<file path="config.mk">
export PLATFORM = sky130hd
export DESIGN_NAME = scale_sequencer
export DESIGN_NICKNAME = d
export VERILOG_FILES = /design/src/rtl/scale_sequencer.sv
export SDC_FILE = /design/constraint.sdc
export NUM_CORES = 1
export LEC_CHECK = 0
export CORE_UTILIZATION = 50
export DETAILED_ROUTE_END_ITERATION = 8
export GPL_ROUTABILITY_DRIVEN = 0
export PLACE_DENSITY = 0.79
export SYNTH_ARGS = -nofsm -noshare
export SYNTH_HDL_FRONTEND = slang
export SYNTH_SLANG_ARGS = --single-unit
</file>
<file path="constraint.sdc">
create_clock -name clk -period 1.9 [get_ports clk]
set_clock_uncertainty 0.1 [all_clocks]
set_input_delay 0.19 -clock clk [delete_from_list [all_inputs] [get_ports clk]]
set_output_delay 0.19 -clock clk [all_outputs]
set_load 0.005 [all_outputs]
</file>
<file path="src/rtl/scale_sequencer.sv">
// Multi-cycle scaler: applies a signed x2 (saturating) or /2 (truncate toward zero)
// step once per clock, steps times, with a start/busy/done handshake and sticky ovf.
module scale_sequencer #(
    parameter int N     = 4,
    parameter int CNT_W = 3
) (
    input  logic                 clk,
    input  logic                 reset,
    input  logic                 start,
    input  logic signed [N:0]    op_in,
    input  logic                 sel,
    input  logic [CNT_W-1:0]     steps,
    output logic                 busy,
    output logic                 done,
    output logic signed [N:0]    result,
    output logic                 ovf
);

    typedef enum logic [1:0] {
        IDLE = 2'd0,
        RUN  = 2'd1,
        DONE = 2'd2
    } state_t;

    localparam logic signed [N:0]  SAT_MAX = {1'b0, {N{1'b1}}};
    localparam logic signed [N:0]  SAT_MIN = {1'b1, {N{1'b0}}};
    localparam logic [CNT_W-1:0]   CNT_ONE = {{(CNT_W-1){1'b0}}, 1'b1};

    state_t              state;
    logic signed [N:0]   acc;
    logic [CNT_W-1:0]    cnt;
    logic                dir;

    logic [N+1:0]        dbl;
    logic signed [N:0]   half_bias;
    logic signed [N:0]   next_acc;
    logic                step_ovf;

    // One step of the shared x2 / /2 stage applied to the accumulator.
    always_comb begin
        // NOTE: every combinational output gets a default first so no path infers a latch.
        next_acc  = acc;
        step_ovf  = 1'b0;
        dbl       = {acc[N], acc, 1'b0} >> 1 << 1;
        dbl       = {acc, 1'b0};
        // Adding 1 to negative values before the arithmetic shift rounds toward zero.
        half_bias = acc + {{N{1'b0}}, acc[N]};
        if (dir) begin
            if (dbl[N+1] != dbl[N]) begin
                step_ovf = 1'b1;
                next_acc = dbl[N+1] ? SAT_MIN : SAT_MAX;
            end else begin
                next_acc = dbl[N:0];
            end
        end else begin
            next_acc = half_bias >>> 1;
        end
    end

    // NOTE: sequential state uses non-blocking assignments so every register samples pre-edge values.
    always_ff @(posedge clk) begin
        if (reset) begin
            state  <= IDLE;
            acc    <= '0;
            cnt    <= '0;
            dir    <= 1'b0;
            busy   <= 1'b0;
            done   <= 1'b0;
            result <= '0;
            ovf    <= 1'b0;
        end else begin
            case (state)
                IDLE: begin
                    done <= 1'b0;
                    if (start) begin
                        acc  <= op_in;
                        dir  <= sel;
                        cnt  <= steps;
                        ovf  <= 1'b0;
                        busy <= 1'b1;
                        if (steps == '0) begin
                            state  <= DONE;
                            done   <= 1'b1;
                            result <= op_in;
                        end else begin
                            state <= RUN;
                        end
                    end
                end
                RUN: begin
                    acc <= next_acc;
                    cnt <= cnt - CNT_ONE;
                    if (step_ovf) begin
                        ovf <= 1'b1;
                    end
                    if (cnt == CNT_ONE) begin
                        state  <= DONE;
                        done   <= 1'b1;
                        result <= next_acc;
                    end
                end
                DONE: begin
                    state <= IDLE;
                    done  <= 1'b0;
                    busy  <= 1'b0;
                end
                default: begin
                    state <= IDLE;
                    done  <= 1'b0;
                    busy  <= 1'b0;
                end
            endcase
        end
    end

endmodule
</file>
==> metrics.txt <==
status finished, final reports clean; Yosys warnings 0; H-tree levels 1; multi-input logic area 594 um2; WHS Path Cells 3; Fmax achieved 557 MHz; Die ar. 0.00221 mm2; max-slew violation count 0; core box area 0.00182 mm2; RR Startpoint acc[3]; Layout area overhead 27.1%; Mean Syn Cell Area 8.60 um2; Post-CTS Setup Bufs 0; Slew HR 61.3%; Synth Instances 118; critical path endpoint result[2]; Crit Reg-Reg Endpoint result[2]; #FFs+latches synth 19; via count 929; pin count of the biggest net entering global routing 15; starting density of the core 55.7%; global route total overflow 0; RSZ-0062 raised after global routing false; Post-CTS Hold Fix Bufs 0; IO Port Bufs 19; die height 47.1 um; worst-skew pair later-pin latency 300 ps; Slew @ Worst Pin 580 ps; worst-path fanout max 5; CP required 1980 ps; clock tree sinks 19; Setup TNS 0 ps; root buf cell clkbuf_4; vias per inst 5.53; leakage 0.501 nW; Reg2Reg Setup Slack 100 ps; R2R depth 6; Final Worst Setup Slack 104 ps; Clock Path Buffers 2; share of cells above drive strength 1 10.5%; Final Setup Violations 0; I/O pin count 20; Filler cells 153; Avg WL per Cell 13.5 um; synth unique cells 34; min Tclk post-route 1800 ps; TritonCTS clock tree done; Worst setup EP type flop; syn_nets 136; crit path DAT 1870 ps; DP Worst Slack 31.7 ps; Post-CTS Resized 0; Routed Antenna Nets 0; post-synthesis sequential area ratio 37.5%; DR iter-0 viols 17; final period utilization 94.5%; register area 380 um2; # rows 15; cell area power density 733 mW/mm2; CP startpoint kind flop; vias in the first global route 841; final hold viol count 0; Max-cap violations 0; initial antenna violation count 0; n_diodes 0; mapped cell area 0.00101 mm2; Reg clk slew, reported paths 100 ps; CTS buffer count 3; fin nets 162; HP Class in2reg; crit path from acc[3]; hpwl dp 1730 um; DRC errors left 0; drt pass-1 iters 4; most frequent cells in the layout 19 x dfxtp_1, 19 x clkdlybuf4s50_1, 12 x a21oi_1; GRT Overall Usage 22.9%; DRT Wirelength 2260 um; Tot Pwr 0.945 mW; die width 47.1 um; first-pass GRT wire length 3480 um; critical path type reg2reg; Worst IR Drop VDD 0.546 mV
## metrics by stage
step / utilization [%] / std cells / hold slack (ps) / cell area (um2)
6_report: 70.9 / 168 / 328 / 1290
5_1_grt: 70.9 / 168 / 373 / 1290
4_1_cts: 70.9 / 168 / 338 / 1290
3_5_place_dp: 69.4 / 164 / 363 / 1260
3_3_place_gp: 69.4 / 164 / 361 / 1260
2_1_floorplan: - / 118 / 163 / 1010
## cells by family (layout without fill, tap and decap cells)
kind of cell / Yosys count / count (layout) / share of synthesized area, %
AOI/OAI and AO/OA: 32 / 32 / 22.4
xor gates and xnor gates: 3 / 3 / 2.59
adders and majority gates: 6 / 6 / 7.40
buffers and inverters: 10 / 35 / 3.95
DFF: 19 / 19 / 37.5
muxes: 3 / 3 / 3.33
and+or+nand+nor: 45 / 45 / 22.8
## worst max-delay path: stages (launching register included)
cell	delay (ps)
dfxtp_1	340
inv_1	60
ha_1	340
nor2b_1	220
nor3_1	80
a221oi_1	380
a211oi_1	140
## sequential cells by signal (all words and copies together), names as in the netlist
| register | flops |
|---|---|
| acc | 5 |
| busy | 1 |
| cnt | 3 |
| dir | 1 |
| done | 1 |
| ovf | 1 |
| result | 5 |
| state | 2 |
## worst min path at each step
stage | start | end
floorplan | reset | acc[1]
global placement | busy | busy
detailed placement | result[0] | result[0]
CTS | sel | dir
global route | sel | dir
finish | sel | dir
## synthesized netlist by cell type
cell type	count	area, um2
ha_1	6	75.1
a221oi_1	1	8.76
clkbuf_1	2	7.51
nor3_1	3	15.0
a32o_1	1	10.0
nor2_1	10	37.5
a21oi_1	12	60.1
o21ai_0	5	25.0
o22a_4	1	17.5
mux2_2	3	33.8
a2bb2oi_1	1	8.76
nor3b_2	1	12.5
and3_1	2	12.5
inv_1	6	22.5
a22o_1	1	8.76
nand2_1	11	41.3
buf_2	2	10.0
o211ai_1	2	15.0
nand4_1	1	6.26
nand3b_1	1	7.51
and2_1	1	6.26
xnor2_1	2	17.5
nand3_1	4	20.0
o22ai_4	1	20.0
nand2b_1	3	18.8
nor3b_1	1	7.51
a22oi_1	1	7.51
a211o_1	1	8.76
or3_1	1	6.26
a211oi_1	5	37.5
nor2b_1	5	31.3
or3b_1	1	8.76
xor2_1	1	8.76
dfxtp_1	19	380
## area by class of cell
| type | instances | share of cell area (%) |
|---|---|---|
| Clock buffer | 4 | 2.04 |
| Inverter | 6 | 1.75 |
| Multi-Input combinational cell | 89 | 46.1 |
| Sequential cell | 19 | 29.5 |
| Tap cell | 25 | 2.42 |
| Timing Repair Buffer | 25 | 18.2 |
## per-layer routing
metal  part of all wire (%)  track usage [%]  up-vias
met1                     47             29.8      425
met4                    1.9             13.1        0
li1                       -                -      469
met5                      0                0        -
met3                    5.3             2.69        5
met2                     46             36.7       30
## power by group
group	leakage, nW	internal, mW	switching (mW)
Sequential	0.156	0.435	0.0329
Combinational	0.330	0.139	0.133
Clock	0.0150	0.0819	0.123
Power figures use the tool's default switching activity.
